## src/rtl/soc_timer_pkg.sv

```systemverilog
// Shared constants and types for the memory-mapped SoC timer.
package soc_timer_pkg;

  localparam int unsigned DATA_WIDTH = 32;
  localparam int unsigned OFFS_WIDTH = 12;

  localparam logic [OFFS_WIDTH-1:0] TIMER_CTRL_OFFS     = 12'h000;
  localparam logic [OFFS_WIDTH-1:0] TIMER_PRESCALE_OFFS = 12'h004;
  localparam logic [OFFS_WIDTH-1:0] TIMER_COMPARE_OFFS  = 12'h008;
  localparam logic [OFFS_WIDTH-1:0] TIMER_COUNT_OFFS    = 12'h00C;
  localparam logic [OFFS_WIDTH-1:0] TIMER_STATUS_OFFS   = 12'h010;

  localparam int unsigned TIMER_CTRL_EN_BIT         = 0;
  localparam int unsigned TIMER_CTRL_AUTORELOAD_BIT = 1;
  localparam int unsigned TIMER_CTRL_IE_BIT         = 2;

  // Field order mirrors the CTRL bit positions so a cast to [2:0] is the register image.
  typedef struct packed {
    logic ie;
    logic autoreload;
    logic en;
  } timer_ctrl_t;

  function automatic logic [DATA_WIDTH-1:0] apply_wstrb(input logic [DATA_WIDTH-1:0] old_val,
                                                        input logic [DATA_WIDTH-1:0] new_val,
                                                        input logic [3:0]            strb);
    logic [DATA_WIDTH-1:0] res;
    res = old_val;
    for (int b = 0; b < 4; b++) begin
      if (strb[b]) res[8*b +: 8] = new_val[8*b +: 8];
    end
    return res;
  endfunction

endpackage

```

## src/rtl/soc_timer_if.sv

```systemverilog
// Peripheral bus between the SoC address decoder (master) and the timer (slave).
interface soc_timer_if
  import soc_timer_pkg::*;
#(
  parameter int unsigned DW = DATA_WIDTH,
  parameter int unsigned AW = OFFS_WIDTH
);
  logic          req;
  logic          we;
  logic [AW-1:0] addr;
  logic [DW-1:0] wdata;
  logic [3:0]    wstrb;
  logic          rvalid;
  logic [DW-1:0] rdata;

  modport master (
    output req, we, addr, wdata, wstrb,
    input  rvalid, rdata
  );

  modport slave (
    input  req, we, addr, wdata, wstrb,
    output rvalid, rdata
  );
endinterface

```

## src/rtl/soc_timer_prescaler.sv

```systemverilog
// Free-running prescaler: emits a one-cycle tick every limit+1 enabled cycles.
module soc_timer_prescaler
  import soc_timer_pkg::*;
#(
  parameter int unsigned WIDTH = DATA_WIDTH
) (
  input  logic             clk,
  input  logic             rst,
  input  logic             en,
  input  logic             clr,
  input  logic [WIDTH-1:0] limit,
  output logic             tick
);

  logic [WIDTH-1:0] pcnt_q, pcnt_d;

  assign tick = en & (pcnt_q == limit);

  always_comb begin
    pcnt_d = pcnt_q + 1'b1;
    if (!en || clr || tick) pcnt_d = '0;
  end

  always_ff @(posedge clk) begin
    if (rst) pcnt_q <= '0;
    else     pcnt_q <= pcnt_d;
  end

endmodule

```

## src/rtl/soc_timer.sv

```systemverilog
// 32-bit timer peripheral: register file, compare/auto-reload counter and level interrupt.
module soc_timer
  import soc_timer_pkg::*;
#(
  parameter int unsigned DATA_WIDTH = soc_timer_pkg::DATA_WIDTH,
  parameter int unsigned OFFS_WIDTH = soc_timer_pkg::OFFS_WIDTH
) (
  input  logic       clk,
  input  logic       rst,
  soc_timer_if.slave bus,
  output logic       irq
);

  timer_ctrl_t           ctrl_q, ctrl_d;
  logic [DATA_WIDTH-1:0] prescale_q, prescale_d;
  logic [DATA_WIDTH-1:0] compare_q, compare_d;
  logic [DATA_WIDTH-1:0] count_q, count_d;
  logic                  pend_q, pend_d;
  logic                  rvalid_q;
  logic [DATA_WIDTH-1:0] rdata_q, rdata_d;

  logic [OFFS_WIDTH-1:0] offs;
  logic                  wr, rd;
  logic                  wr_ctrl, wr_prescale, wr_compare, wr_count, wr_status;
  logic                  en_clear, presc_en, presc_clr, tick, match;
  logic                  unused_addr;

  assign offs        = {bus.addr[OFFS_WIDTH-1:2], 2'b00};
  assign unused_addr = ^bus.addr[1:0];
  assign wr          = bus.req & bus.we;
  assign rd          = bus.req & ~bus.we;
  assign wr_ctrl     = wr & (offs == TIMER_CTRL_OFFS);
  assign wr_prescale = wr & (offs == TIMER_PRESCALE_OFFS);
  assign wr_compare  = wr & (offs == TIMER_COMPARE_OFFS);
  assign wr_count    = wr & (offs == TIMER_COUNT_OFFS);
  assign wr_status   = wr & (offs == TIMER_STATUS_OFFS);

  always_comb begin
    ctrl_d = ctrl_q;
    if (wr_ctrl && bus.wstrb[0]) ctrl_d = timer_ctrl_t'(bus.wdata[2:0]);
  end

  // A write that drops EN kills a tick landing on the same edge.
  assign en_clear  = wr_ctrl & ~ctrl_d.en;
  assign presc_en  = ctrl_q.en & ~en_clear;
  assign presc_clr = wr_prescale | wr_count;

  soc_timer_prescaler #(
    .WIDTH (DATA_WIDTH)
  ) u_prescaler (
    .clk   (clk),
    .rst   (rst),
    .en    (presc_en),
    .clr   (presc_clr),
    .limit (prescale_q),
    .tick  (tick)
  );

  assign match = tick & ~wr_count & (count_q == compare_q);

  always_comb begin
    prescale_d = wr_prescale ? apply_wstrb(prescale_q, bus.wdata, bus.wstrb) : prescale_q;
    compare_d  = wr_compare  ? apply_wstrb(compare_q, bus.wdata, bus.wstrb)  : compare_q;

    count_d = count_q;
    if (wr_count) begin
      count_d = apply_wstrb(count_q, bus.wdata, bus.wstrb);
    end else if (tick) begin
      count_d = (match && ctrl_q.autoreload) ? '0 : count_q + 1'b1;
    end

    // Set has priority over the W1C clear.
    pend_d = pend_q;
    if (wr_status && bus.wstrb[0] && bus.wdata[0]) pend_d = 1'b0;
    if (match) pend_d = 1'b1;
  end

  always_comb begin
    rdata_d = '0;
    if (rd) begin
      case (offs)
        TIMER_CTRL_OFFS:     rdata_d = {{(DATA_WIDTH-3){1'b0}}, ctrl_q};
        TIMER_PRESCALE_OFFS: rdata_d = prescale_q;
        TIMER_COMPARE_OFFS:  rdata_d = compare_q;
        TIMER_COUNT_OFFS:    rdata_d = count_q;
        TIMER_STATUS_OFFS:   rdata_d = {{(DATA_WIDTH-1){1'b0}}, pend_q};
        default:             rdata_d = '0;
      endcase
    end
  end

  always_ff @(posedge clk) begin
    if (rst) begin
      ctrl_q     <= '0;
      prescale_q <= '0;
      compare_q  <= '0;
      count_q    <= '0;
      pend_q     <= 1'b0;
      rvalid_q   <= 1'b0;
      rdata_q    <= '0;
    end else begin
      ctrl_q     <= ctrl_d;
      prescale_q <= prescale_d;
      compare_q  <= compare_d;
      count_q    <= count_d;
      pend_q     <= pend_d;
      rvalid_q   <= bus.req;
      rdata_q    <= rdata_d;
    end
  end

  assign bus.rvalid = rvalid_q;
  assign bus.rdata  = rdata_q;
  assign irq        = pend_q & ctrl_q.ie;

endmodule

```

## src/flat_wrapper.sv

```systemverilog
// flat-port wrapper written by rule: the top's interface ports become plain ports
module soc_timer_flat import soc_timer_pkg::*;
#(
  parameter int unsigned DATA_WIDTH = soc_timer_pkg::DATA_WIDTH,
  parameter int unsigned OFFS_WIDTH = soc_timer_pkg::OFFS_WIDTH
)
  (clk, rst, irq, bus_req, bus_we, bus_addr, bus_wdata, bus_wstrb, bus_rvalid, bus_rdata);
  soc_timer_if bus_i ();
  input  logic clk;
  input  logic rst;
  output logic irq;
  input wire logic [$bits(bus_i.req)-1:0] bus_req;
  input wire logic [$bits(bus_i.we)-1:0] bus_we;
  input wire logic [$bits(bus_i.addr)-1:0] bus_addr;
  input wire logic [$bits(bus_i.wdata)-1:0] bus_wdata;
  input wire logic [$bits(bus_i.wstrb)-1:0] bus_wstrb;
  output wire logic [$bits(bus_i.rvalid)-1:0] bus_rvalid;
  output wire logic [$bits(bus_i.rdata)-1:0] bus_rdata;
  assign bus_i.req = bus_req;
  assign bus_i.we = bus_we;
  assign bus_i.addr = bus_addr;
  assign bus_i.wdata = bus_wdata;
  assign bus_i.wstrb = bus_wstrb;
  assign bus_rvalid = bus_i.rvalid;
  assign bus_rdata = bus_i.rdata;
  soc_timer #(.DATA_WIDTH(DATA_WIDTH), .OFFS_WIDTH(OFFS_WIDTH)) u_core (.clk(clk), .rst(rst), .bus(bus_i), .irq(irq));
endmodule
```

## config.mk

```make
export PLATFORM = sky130hd
export DESIGN_NAME = soc_timer_flat
export DESIGN_NICKNAME = d
export VERILOG_FILES = /design/src/rtl/soc_timer_pkg.sv /design/src/rtl/soc_timer_if.sv /design/src/rtl/soc_timer_prescaler.sv /design/src/rtl/soc_timer.sv /design/src/flat_wrapper.sv
export SDC_FILE = /design/constraint.sdc
export NUM_CORES = 1
export LEC_CHECK = 0
export CORE_ASPECT_RATIO = 2
export CORE_MARGIN = 3
export CORE_UTILIZATION = 55
export DETAILED_ROUTE_END_ITERATION = 8
export PLACE_DENSITY_LB_ADDON = 0.25
export SYNTH_ARGS = -nofsm -noshare
export SYNTH_HDL_FRONTEND = slang
export SYNTH_SLANG_ARGS = --single-unit
```

## constraint.sdc

```tcl
create_clock -name clk -period 7.7 [get_ports clk]
set_clock_uncertainty 0.2 [all_clocks]
set_input_delay 2.31 -clock clk [delete_from_list [all_inputs] [get_ports clk]]
set_output_delay 2.31 -clock clk [all_outputs]
set_load 0.005 [all_outputs]
```

==> flow_summary_export.csv <==
group,metric,value,unit
outcome,outcome,"finished, final reports clean",
clock_tree,postCtsSetupBuffers,0,
finish,areaGrowthSynthToFinish,18.7,%
setup_path,cp_slowest_cell,"a21oi_2",
setup_path,crit_buf_inv,2,
synth,syn_nets,1060,
floorplan,coreArea,14400,µm²
synth,synth_most_common_cell,"nand2_1",
global_routing,grt_pass1_vias,7535,
setup_path,crit_type,"in2reg",
synth,async_flop_share,0,
setup_path,cp-end-kind,"register",
synth,synth_edf_count,0,
timing,min_period,5.83,ns
pwr,p_sw,0.000437,W
pwr,internal-power,0.00135,W
pwr,clockPowerShare,0.484,
synth,synth_area_leaders,"dfxtp_1, nand2_1, xor2_1",
global_routing,grt_pass1_wl,38800,µm
place,place_hpwl,18100,µm
clock_tree,htree_num_levels,4,
detailed_routing,route.antenna.remaining_nets,0,
setup_path,crit_arrival,5.96,ns
timing,tightest_slew,1.11,ns
pwr,switching_share,0.244,
detailed_routing,first_iter_violations,782,
finish,finalInstanceArea,9610,µm²
clock_tree,ctsResizeCount,0,
clock_tree,clk_latency,0.44,ns
floorplan,rows,62,
setup_path,cp.required,7.83,ns
floorplan,die_w,91.8,µm
clock_tree,clock-sinks,165,
clock_tree,cts_buffer_depth,2,
clock_tree,cts-root-buf,"clkbuf_16",
synth,synth_top_area_share,0.408,
finish,drive_gt1_frac,0.0801,
finish,fill_cells,1262,
detailed_routing,vias_per_cell,6.06,
timing,slew_headroom,0.257,
pwr,p_seq_frac,0.477,
timing,hold_viol,0,
run,max_cap_violations,0,
place,port-buffer-count,83,
timing,fmax,0.172,GHz
detailed_routing,wl_per_cell,19.8,µm
synth,syn_inst,1006,
detailed_routing,vias,7667,
finish,fin_util,0.666,
synth,avgSynthCellArea,8.05,µm²
pwr,ir_drop,0.174,mV
clock_tree,cts_made_buffers,17,
pwr,combPwrFrac,0.040,
detailed_routing,wirelength,25000,µm
setup_path,cp_cell_sequence,"clkdlybuf4s50_1, or4_1, or4_4, o21a_1, and3_4, a21oi_2, buf_4, o21ai_0, a211oi_1",
floorplan,initial_core_util,0.561,
timing,slew_violations,0,
floorplan,ioPinCount,86,
synth,synthTopCellsByCount,"nand2_1, dfxtp_1, a21oi_1, nor2_1, xor2_1",
synth,synthDistinctLibCells,51,
global_routing,grt_max_degree,97,
finish,num_antenna_cells,0,
place,placed_area,9010,µm²
timing,rsz0062_at_grt,"false",
floorplan,die-area,16300,µm²
timing,fin_crit_sh,0.757,
setup_path,worstPathMaxFanout,22,
finish,nets,1114,
detailed_routing,dr.pass1.iters,7,
setup_path,slowest_delay,0.79,ns
setup_path,worstSetupStartpointType,"input port",
global_routing,antenna_found_initial,0,
place,gp_congestion,0.945,
clock_tree,cts_tree,"done",
global_routing,grt_usage,0.307,
synth,synth_largest_area_cell,"dfxtp_1",
synth,synth_seq_cells,165,
pwr,powerDensity,186,nW/µm²
setup_path,cp_top_family,"simple AND/OR/NAND/NOR gates",
clock_tree,cts.clk_slew.worst_paths,0.07,ns
detailed_routing,drc_errors,0,
clock_tree,cts_hold_buf,0,
global_routing,grt-ovfl-total,0,
min_path,hp-class,"reg2reg",
synth,synth_warnings,0,
synth,ys_seq_area_frac,0.408,
timing,setup_violations,0,
synth,synth_area,8100,µm²
timing,setup-tns-final,0,ns
pwr,p_leak,3.32,nW
synth,yosys_most_used_dff,"dfxtp_1",
floorplan,die-height,178,µm
==> routing by layer <==
| layer | wire, µm | track usage |
|---|---|---|
| met5 | 0 | 0 |
| met4 | 1880 | 0.222 |
| met3 | 1340 | 0.0471 |
| met2 | 12500 | 0.527 |
| met1 | 9300 | 0.339 |
==> registers in the layout (all words and copies together) (netlist names) <==
name,count
u_core.pend_q,1
u_core.ctrl_q,3
u_core.compare_q,32
u_core.bus.rdata,32
u_core.bus.rvalid,1
u_core.count_q,32
u_core.prescale_q,32
u_core.u_prescaler.pcnt_q,32
==> path summary, 6_finish.rpt <==
check                       start                   end  slack [ns]  cells after the start
max                   bus_addr[9]    u_core.count_q[11]        1.87                      9
min reg2reg  u_core.compare_q[13]  u_core.compare_q[13]        0.27                      2
min          u_core.compare_q[13]  u_core.compare_q[13]        0.27                      2
max reg2reg     u_core.count_q[3]    u_core.count_q[12]        3.98                      8
==> stage by stage <==
| step | setup slack, ns | power (W) | std cells | hold WS, ns |
|---|---|---|---|---|
| 6_report | 1.87 | 0.00179 | 1265 | 0.275 |
| 4_1_cts | 1.87 | 0.00180 | 1265 | 0.278 |
| 2_1_floorplan | 2.71 | 0.000899 | 1006 | 0.253 |
| 3_3_place_gp | 1.47 | 0.000943 | 1233 | 0.261 |
| 3_5_place_dp | 1.42 | 0.000943 | 1233 | 0.268 |
| 5_1_grt | 1.69 | 0.00184 | 1265 | 0.293 |
==> kinds of logic after synthesis <==
kind of cell	share of synthesized area
AOI/OAI and AO/OA	0.151
xor gates and xnor gates	0.104
adders and majority gates	0.00309
buffers and inverters	0.0391
DFF	0.408
muxes	0.0550
and+or+nand+nor	0.240
==> placed cells by master (no fill, tap or decap), types with 4 or more instances in the layout <==
| cell type | n |
|---|---|
| nand2_1 | 196 |
| dfxtp_1 | 165 |
| nor2_1 | 94 |
| a21oi_1 | 94 |
| clkdlybuf4s50_1 | 81 |
| xor2_1 | 55 |
| xnor2_1 | 41 |
| a22oi_1 | 35 |
| nand3_1 | 34 |
| mux2_2 | 30 |
| nand4_1 | 26 |
| inv_1 | 20 |
| o21ai_0 | 19 |
| clkbuf_16 | 17 |
| and3_1 | 15 |
| nor4_1 | 13 |
| buf_4 | 12 |
| and2_1 | 11 |
| nor3_1 | 11 |
| o32ai_1 | 9 |
| a311oi_1 | 7 |
| a31oi_1 | 6 |
| a221oi_1 | 6 |
| and4_1 | 5 |
| inv_8 | 5 |
| or3_1 | 4 |
| mux2i_1 | 4 |
| o22ai_1 | 4 |
| clkinvlp_4 | 4 |
==> tightest hold or removal path, stage by stage (launching register included) <==
cell	delay, ns
dfxtp_1	0.33
nand2_1	0.06
a21oi_1	0.05
==> cell type report <==
class / count / area [µm²] / area share
clock buffers: 18 / 439 / 0.0457
clock inverters: 14 / 159 / 0.0165
inverters: 20 / 75.1 / 0.00781
multi-input cells: 761 / 4480 / 0.467
flip-flops and latches: 165 / 3300 / 0.344
well taps: 192 / 240 / 0.0250
repair buffers: 95 / 911 / 0.0948
==> power groups by stage <==
| stage | Combinational, W | Sequential, W | Clock (W) |
|---|---|---|---|
| global placement | 0.0000692 | 0.000874 | 0 |
| CTS | 0.0000695 | 0.000854 | 0.000873 |
| floorplan | 0.0000252 | 0.000874 | 0 |
| global route | 0.0000739 | 0.000854 | 0.000910 |
| detailed placement | 0.0000693 | 0.000874 | 0 |
| finish | 0.0000709 | 0.000854 | 0.000866 |
Power figures use the tool's default switching activity.
